File: src/rtl/rtc_seq.sv
// uPD4990A serial sequencer: turns one START into a timed command/write/read
// transaction on DIN/CLK/STROBE, and passes CPU_CTRL straight through when idle.
module rtc_seq #(
  parameter int CLK_DIV   = 12,
  parameter int STB_WIDTH = 8
) (
  input  logic        CLK,
  input  logic        RESET,
  input  logic [2:0]  CPU_CTRL,
  input  logic        START,
  input  logic        ABORT,
  input  logic [1:0]  OP,
  input  logic [3:0]  CMD,
  input  logic [47:0] WR_DATA,
  input  logic        RTC_DOUT,
  output logic        RTC_DIN,
  output logic        RTC_CLK,
  output logic        RTC_STROBE,
  output logic [47:0] RD_DATA,
  output logic        BUSY,
  output logic        DONE
);
  localparam int MAXL = (CLK_DIV > STB_WIDTH) ? CLK_DIV : STB_WIDTH;
  localparam int CW   = $clog2(MAXL) + 1;
  localparam logic [CW-1:0] D_LAST = CW'(CLK_DIV - 1);
  localparam logic [CW-1:0] S_LAST = CW'(STB_WIDTH - 1);

  typedef enum logic [3:0] {
    IDLE, SHIFT_LO, SHIFT_HI, PRE_STB, STB, GAP, READ_LO, READ_HI, FINISH
  } state_t;

  state_t        state, state_n;
  logic [CW-1:0] cnt, cnt_n;
  logic [5:0]    bit_cnt, bit_n;
  logic [51:0]   sreg, sreg_n;
  logic [1:0]    op_q, op_n;
  logic          sample;
  logic          din_q, clk_q, stb_q, busy_q, done_q;
  logic          din_n, clk_n, stb_n;
  logic          d_end, s_end;
  logic [5:0]    bit_last;

  assign d_end    = (cnt == D_LAST);
  assign s_end    = (cnt == S_LAST);
  assign bit_last = (op_q == 2'b01) ? 6'd51 : 6'd3;

  always_comb begin
    state_n = state;
    cnt_n   = cnt + CW'(1);
    bit_n   = bit_cnt;
    sreg_n  = sreg;
    op_n    = op_q;
    sample  = 1'b0;
    case (state)
      IDLE: begin
        cnt_n = '0;
        if (START && !ABORT && OP != 2'b11) begin
          op_n    = OP;
          sreg_n  = (OP == 2'b01) ? {CMD, WR_DATA} : {48'b0, CMD};
          bit_n   = '0;
          state_n = SHIFT_LO;
        end
      end
      SHIFT_LO: if (d_end) begin
        cnt_n   = '0;
        state_n = SHIFT_HI;
      end
      SHIFT_HI: if (d_end) begin
        cnt_n  = '0;
        sreg_n = sreg >> 1;
        if (bit_cnt == bit_last) begin
          bit_n   = '0;
          state_n = PRE_STB;
        end else begin
          bit_n   = bit_cnt + 6'd1;
          state_n = SHIFT_LO;
        end
      end
      PRE_STB: if (d_end) begin
        cnt_n   = '0;
        state_n = STB;
      end
      STB: if (s_end) begin
        cnt_n   = '0;
        state_n = GAP;
      end
      GAP: if (d_end) begin
        cnt_n   = '0;
        bit_n   = '0;
        state_n = (op_q == 2'b10) ? READ_LO : FINISH;
      end
      READ_LO: if (d_end) begin
        cnt_n   = '0;
        sample  = 1'b1;
        state_n = READ_HI;
      end
      READ_HI: if (d_end) begin
        cnt_n = '0;
        if (bit_cnt == 6'd47) begin
          bit_n   = '0;
          state_n = FINISH;
        end else begin
          bit_n   = bit_cnt + 6'd1;
          state_n = READ_LO;
        end
      end
      FINISH: begin
        cnt_n   = '0;
        state_n = IDLE;
      end
      default: state_n = IDLE;
    endcase

    if (ABORT && state != IDLE) begin
      state_n = IDLE;
      cnt_n   = '0;
      bit_n   = '0;
      sample  = 1'b0;
    end

    // Pins are registered from the next state so they change exactly on state edges.
    din_n = (state_n == SHIFT_LO || state_n == SHIFT_HI) ? sreg_n[0] : 1'b0;
    clk_n = (state_n == SHIFT_HI || state_n == READ_HI);
    stb_n = (state_n == STB);
  end

  always_ff @(posedge CLK or posedge RESET) begin
    if (RESET) begin
      state   <= IDLE;
      cnt     <= '0;
      bit_cnt <= '0;
      sreg    <= '0;
      op_q    <= '0;
      RD_DATA <= '0;
      din_q   <= 1'b0;
      clk_q   <= 1'b0;
      stb_q   <= 1'b0;
      busy_q  <= 1'b0;
      done_q  <= 1'b0;
    end else begin
      state   <= state_n;
      cnt     <= cnt_n;
      bit_cnt <= bit_n;
      sreg    <= sreg_n;
      op_q    <= op_n;
      if (sample) RD_DATA[bit_cnt] <= RTC_DOUT;
      din_q   <= din_n;
      clk_q   <= clk_n;
      stb_q   <= stb_n;
      busy_q  <= (state_n != IDLE);
      done_q  <= (state_n == FINISH);
    end
  end

  assign RTC_DIN    = (state == IDLE) ? CPU_CTRL[0] : din_q;
  assign RTC_CLK    = (state == IDLE) ? CPU_CTRL[1] : clk_q;
  assign RTC_STROBE = (state == IDLE) ? CPU_CTRL[2] : stb_q;
  assign BUSY       = busy_q;
  assign DONE       = done_q;
endmodule

File: config.mk
export PLATFORM = sky130hd
export DESIGN_NAME = rtc_seq
export DESIGN_NICKNAME = d
export VERILOG_FILES = /design/src/rtl/rtc_seq.sv
export SDC_FILE = /design/constraint.sdc
export NUM_CORES = 1
export LEC_CHECK = 0
export CAP_MARGIN = 20
export CORE_UTILIZATION = 56
export CTS_BUF_LIST = sky130_fd_sc_hd__clkbuf_8 sky130_fd_sc_hd__clkbuf_16
export CTS_CLUSTER_SIZE = 8
export DETAILED_ROUTE_END_ITERATION = 6
export PLACE_DENSITY = 0.95
export SYNTH_ARGS = -nofsm -noshare
export SYNTH_HDL_FRONTEND = slang
export SYNTH_SLANG_ARGS = --single-unit
File: constraint.sdc
create_clock -name CLK -period 9.64 [get_ports CLK]
set_input_delay 2.892 -clock CLK [delete_from_list [all_inputs] [get_ports CLK]]
set_output_delay 2.892 -clock CLK [all_outputs]
set_load 0.05 [all_outputs]
-- Word-level counts from Yosys, hierarchy flattened
Index checks and enable logic that the tools add are counted.
- flip-flop bits (word level): 122
- output and inout port bits: 53
- logic and storage cells: 100
- add/subtract/negate cells: 2
- magnitude comparators: 2
- equality and inequality tests: 27
- mux-type cells: 40
- reductions and logical operators: 17
- operator list (cell ; number):
    $mux W52 ; 3
    $pmux W52 S2 ; 1
    $bwmux W48 ; 1
    $mux W6 ; 8
    $mux W4 ; 11
    $pmux W4 S8 ; 1
    $eq A4 B3 Y1 const B ; 6
    $pmux W6 S4 ; 1
    $mux W5 ; 3
    $pmux W5 S3 ; 1
    $eq A4 B2 Y1 const B ; 3
    $ne A3 B3 Y1 const B ; 4
    $eq A4 B1 Y1 const B ; 2
    $eq A4 B4 Y1 const B ; 2
    $mux W1 ; 8
    $reduce_bool A4 Y1 ; 2
    $lt A6 B7 Y1 const B ; 1
    $add A6 B1 Y6 const B ; 1
    $demux W1 S6 ; 1
    $eq A6 B6 Y1 ; 1
    $eq A6 B6 Y1 const B ; 1
    $ge A6 B1 Y1 const B ; 1
    $ne A2 B2 Y1 const B ; 3
    $reduce_or A6 Y1 ; 1
    other kinds (16) ; 21

-- Logic depth before layout (Yosys ltp)
Gate-level depths: netlist of run 1.
- word-level depth: 10
- mapped depth: 9
- gate-level depth less buffers: 8

-- Least setup slack after synthesis of run 1
Ideal clock, no wire load.
- path type: input-to-output
- start point: input port CPU_CTRL[1]
- end point: output port RTC_CLK
- arrival time: 3263 ps
- setup slack: 3485 ps
- stages: 1
- cell sequence: mux2_2
- word-level cells in the longest chain between the ends: 1
- RTL lines (item ; RTL line ; RTL):
    from (decl) ; 9 ; input logic [2:0] CPU_CTRL,
    $mux W1 ; 156 ; assign RTC_CLK = (state == IDLE) ? CPU_CTRL[1] : clk_q;
    to (decl) ; 17 ; output logic RTC_CLK,
No other way between the ends.

-- Final worst setup path of run 1
- start point: input port CPU_CTRL[0]
- end point: output port RTC_DIN
- word-level cells in the longest chain between the ends: 1
- RTL lines (item ; RTL line ; RTL):
    $mux W1 ; 155 ; assign RTC_DIN = (state == IDLE) ? CPU_CTRL[0] : din_q;
    to (decl) ; 16 ; output logic RTC_DIN,
No other way between the ends.

==> results of run 1 <==
[layout make-up]
class	instances	area, sq um
Timing Repair Buffer	119	1210
Fill cell	604	2310
Clock buffer	19	442
Clock inverter	13	129
Tap cell	133	166
Inverter	60	228
Sequential cell	122	3050
Multi-Input combinational cell	300	2280
[stage by stage]
stage | utilization | total power [mW] | worst slack, ns
2_1_floorplan | - | 0.842 | 3.49
3_3_place_gp | 0.702 | 0.907 | 2.48
3_5_place_dp | 0.702 | 0.929 | 2.45
4_1_cts | 0.760 | 1.54 | 2.44
5_1_grt | 0.765 | 1.61 | 2.41
6_report | 0.765 | 1.55 | 2.45
[flip-flops by register name, summed over array words and instances (netlist names), 2 cells and up]
register and flops:
RD_DATA 48, bit_cnt 6, cnt 5, op_q 2, sreg 52, state 4
[final timing paths]
| kind | end | depth (start not counted) |
|---|---|---|
| worst max-delay path | RTC_DIN | 3 |
| worst min-delay path | cnt[0] | 1 |
| worst max register to register | sreg[49] | 7 |
| worst min register to register | cnt[0] | 1 |
| max in group asynchronous | DONE | 3 |
| min in group asynchronous | RD_DATA[27] | 2 |
[power breakdown]
| part | total, mW | switching [mW] | internal [mW] | leakage, nW |
|---|---|---|---|---|
| Combinational | 0.274 | 0.139 | 0.135 | 1.62 |
| Clock | 0.612 | 0.234 | 0.378 | 0.274 |
| Sequential | 0.661 | 0.0600 | 0.601 | 1.65 |
| Total | 1.55 | 0.433 | 1.11 | 3.54 |
[metal layers]
layer | wire (um) | vias to the layer above | GRT usage | part of all wire
met1 | 5210 | 2309 | 0.333 | 0.37
met3 | 1250 | 34 | 0.0942 | 0.088
met5 | 0 | - | 0 | 0
met2 | 7440 | 253 | 0.483 | 0.52
met4 | 283 | 0 | 0.0956 | 0.020
li1 | - | 2079 | - | -
[critical path: stages]
cell,delay (ns)
clkdlybuf4s50_1,0.46
mux2_2,0.15
clkdlybuf4s50_1,0.80
[cell families after synthesis]
| logic type | Yosys count | synth area share |
|---|---|---|
| compound gates | 86 | 0.132 |
| xor+xnor | 5 | 0.00771 |
| fa+ha+maj | 2 | 0.00440 |
| buf+inv | 91 | 0.0647 |
| flops | 122 | 0.537 |
| mux | 58 | 0.115 |
| simple gates | 149 | 0.139 |
[placed cells by master, fill, tap and decap left out, types with 3 or more instances in the layout]
cell type	count
a211oi_1	3
a21oi_1	4
a221o_1	3
a222oi_1	48
buf_4	3
clkbuf_16	16
clkbuf_8	3
clkdlybuf4s50_1	114
clkinv_2	3
clkinvlp_4	5
dfrtp_1	122
inv_1	60
mux2_1	8
mux2_2	45
mux2i_1	4
nand2_1	38
nand2b_1	9
nand3_1	10
nor2_1	42
nor3_1	14
o21ai_0	10
or3_1	3
xor2_1	4
==> out/results.txt, run 1 <==
DP Wirelength = 9050 um
#FFs+latches synth = 122
Clock skew = 0.0108 ns
Initial Utilization = 0.579
Top area cells in the synthesized netlist = dfrtp_1 (54%), mux2_2 (8.9%), a222oi_1 (8.5%), inv_1 (3.9%), nor2_1 (2.9%)
First drt pass iteration count = 7
CTS tree = built
Post-synth cell types = 63
Clock buffer count from CTS = 17
R2r setup slk = 6.49 ns
Dominant cell by count in the synthesized netlist = dfrtp_1
Core area = 9820 sq um
Die H = 103 um
Lkg Pwr = 3.54 nW
Yosys warns = 0
Share of layout cells above drive strength 1 = 0.150
Vias in the first global route = 4619
Max cap viols = 0
I/O Pins = 115
# nets final = 684
Ys async rst share = 1.00
First-pass GRT wire length = 22400 um
Non-filler cells, final = 766
RD Place Congestion = 0.863
Total number of vias = 4675
Pin count of the biggest net entering global routing = 63
Antenna diodes = 0
H-tree levels = 4
Post-synth top area share = 0.537
Placed instance area = 6890 sq um
Root Buffer = clkbuf_8
Startpoint types = input port
PD cells = 206 nW/um^2
Gr usage total = 0.282
Routed Antenna Nets = 0
Top cells by count, synth = dfrtp_1 (122), inv_1 (59), a222oi_1 (48), mux2_2 (45), nor2_1 (44)
Final hold violation count = 0
Final wirelength = 14200 um
Fmax = 139 MHz
Fin crit period = 7.19 ns
Final setup fails = 0
Maximum buffer depth of the clock tree = 2
DRC = 28
Initial antenna violation count = 0
Post-CTS setup buffer count = 0
Top FF cell, synth = dfrtp_1
Hold buffer count at cts = 0
Die W = 103 um
# port buffers = 114
Cell taking the most area after synthesis = dfrtp_1
Worst min path class = reg2reg
Clk_lat worst skew = 0.53 ns
TritonCTS sink count = 122
Crit-path max FO = 1
Hold slack = 0.462 ns
Relative slew margins = 0.336
Die area = 10600 sq um
Number of gates resized after CTS = 0
Worst slew pin tran = 0.970 ns
Area growth from synthesis to layout = 32.2%
Post-route clock period utilization = 0.746
EDFF count, synth = 0
DR vias/cell = 6.10
Post-synthesis sequential area ratio = 0.537
Post-route cell area = 7510 sq um
Status = complete, but fails checks
Clk slew on worst S/H paths = 0.05 ns
Crit path capture type = primary output
RSZ-0062 raised after global routing = false
WP data required = 6.75 ns
Post-Syn Area = 5680 sq um
HP Start = cnt[0]
Post-Syn Instances = 513
CP startpoint = CPU_CTRL[0]
Net Count, Synth = 577
Failing checks = design-rule violations
Reg2reg start = state[1]
Crit path kind = in2out
Wirelength per Cell = 18.5 um
WP data arrival = 4.30 ns
VDD IR max = 0.183 mV
Syn_area_per_cell = 11.1 sq um
Initial drt markers = 475
Placed cells = 732
Final setup TNS = 0 ns
Max-slew violations = 0
Std-Cell Rows = 36
Total grt overflow = 0
(Power assumes the default switching activity.)
==> inputs of run 2 (changes only) <==
--- a/config.mk
+++ b/config.mk
@@ -6,11 +6,11 @@
 export NUM_CORES = 1
 export LEC_CHECK = 0
 export CAP_MARGIN = 20
-export CORE_UTILIZATION = 56
+export CORE_UTILIZATION = 47
 export CTS_BUF_LIST = sky130_fd_sc_hd__clkbuf_8 sky130_fd_sc_hd__clkbuf_16
 export CTS_CLUSTER_SIZE = 8
 export DETAILED_ROUTE_END_ITERATION = 6
-export PLACE_DENSITY = 0.95
+export PLACE_DENSITY = 0.86
 export SYNTH_ARGS = -nofsm -noshare
 export SYNTH_HDL_FRONTEND = slang
 export SYNTH_SLANG_ARGS = --single-unit
==> constraint.sdc (replaced) <==
create_clock -name CLK -period 5.9 [get_ports CLK]
set_input_delay 1.77 -clock CLK [delete_from_list [all_inputs] [get_ports CLK]]
set_output_delay 1.77 -clock CLK [all_outputs]
set_load 0.05 [all_outputs]
==> out/results.txt, run 2 (synthesis gave the netlist of run 1 again) <==
Status = complete, but fails checks
Failing checks = design-rule violations
RD Place Congestion = 0.815
Relative slew margins = 0.334
Final setup fails = 0
Max Used Layer = met4
Crit path capture type = primary output
Die W = 112 um
Post-CTS setup buffer count = 0
Std-Cell Rows = 39
Lkg Pwr = 3.60 nW
Total grt overflow = 0
# nets final = 685
First-pass GRT wire length = 22700 um
Final hold violation count = 0
Initial drt markers = 394
Max cap viols = 0
Area growth from synthesis to layout = 34.1%
Initial Utilization = 0.489
DRC = 7
CP startpoint = CPU_CTRL[1]
Hold slack = 0.470 ns
Reg with most FFs = sreg
Worst slew pin tran = 0.993 ns
Reg2reg start = cnt[0]
Die H = 112 um
Most common cell after layout, fill and taps aside = dfrtp_1
Core area = 11600 sq um
Startpoint types = input port
I/O Pins = 115
Metal2 WL = 6880 um
First drt pass iteration count = 7
Seq pwr share = 0.404
H-tree levels = 4
CTS tree = built
Routed Antenna Nets = 0
Met1 WL = 5340 um
DP Wirelength = 9110 um
# port buffers = 114
Biggest registers after layout = sreg: 52 flops, RD_DATA: 48 flops, bit_cnt: 6 flops
Leading cell types in the layout, fill and taps excluded = dfrtp_1 (122), clkdlybuf4s50_1 (114), inv_1 (59), a222oi_1 (48), mux2_2 (45)
Number of gates resized after CTS = 0
Clock buffer count from CTS = 17
HP Start = cnt[0]
Antenna diodes = 0
Crit path kind = in2out
Clk slew on worst S/H paths = 0.05 ns
Final setup TNS = 0 ns
Max-slew violations = 0
Total number of vias = 4519
Fin crit period = 4.97 ns
PD cells = 350 nW/um^2
Root Buffer = clkbuf_16
Final wirelength = 13400 um
Wirelength per Cell = 17.3 um
Pin count of the biggest net entering global routing = 58
Max FFs per register = 52
Sw frac = 0.262
Clk_lat worst skew = 0.41 ns
Share of layout cells above drive strength 1 = 0.153
RSZ-0062 raised after global routing = false
Clock share of power = 0.432
Combinational cell fraction of total power = 0.164
Met3 routed wirelength = 1020 um
VDD IR max = 0.219 mV
Fmax = 201 MHz
Maximum buffer depth of the clock tree = 2
Vias in the first global route = 4574
NetSw = 0.698 mW
TritonCTS sink count = 122
DR vias/cell = 5.82
Die area = 12500 sq um
Gr usage total = 0.226
Clock skew = 0.0101 ns
WP data arrival = 3.20 ns
Internal cell power = 1.97 mW
Worst min path class = reg2reg
WP data required = 4.13 ns
Initial antenna violation count = 0
Crit-path max FO = 1
Hold buffer count at cts = 0
Post-route clock period utilization = 0.843
[run 2: cell type report]
cell class | instances | area [sq um]
well taps | 143 | 179
clock inverters | 14 | 219
fillers | 874 | 4000
repair buffers | 120 | 1220
clock buffers | 18 | 439
flip-flops and latches | 122 | 3050
inverters | 60 | 228
multi-input cells | 300 | 2280
[run 2: final timing paths]
path	end	slack [ns]	depth (start not counted)
setup / recovery	RTC_CLK	0.93	3
hold / removal	cnt[0]	0.47	1
setup reg to reg	RD_DATA[13]	2.91	7
hold reg to reg	cnt[0]	0.47	1
max in group asynchronous	RD_DATA[28]	3.15	3
min in group asynchronous	sreg[13]	1.82	2
[run 2: critical path: stages]
cell             delay (ns)
clkdlybuf4s50_1        0.46
mux2_2                 0.15
clkdlybuf4s50_1        0.82
[run 2: per-stage QoR]
| stage | util | cells | power (mW) | setup WS (ns) | area, sq um |
|---|---|---|---|---|---|
| CTS | 0.652 | 775 | 2.67 | 0.949 | 7570 |
| floorplan | - | 513 | 1.38 | 0.887 | 5680 |
| finish | 0.656 | 777 | 2.66 | 0.928 | 7620 |
| global placement | 0.595 | 743 | 1.49 | 0.982 | 6910 |
| global route | 0.656 | 777 | 2.78 | 0.896 | 7620 |
| detailed placement | 0.595 | 743 | 1.52 | 0.954 | 6910 |
[run 2: power by group through the flow]
stage                     combinational (mW)  clock [mW]  sequential [mW]
final                                  0.437        1.15             1.08
after CTS                              0.434        1.16             1.07
after detailed placement               0.430           0             1.09
after global routing                   0.485        1.20             1.09
after global placement                 0.407           0             1.08
after floorplan                        0.312           0             1.06
[run 2: routing by layer]
metal | vias to the layer above | global-route usage
met5 | - | 0
met4 | 0 | 0.0622
met3 | 18 | 0.0680
met2 | 202 | 0.379
met1 | 2219 | 0.286
li1 | 2080 | -
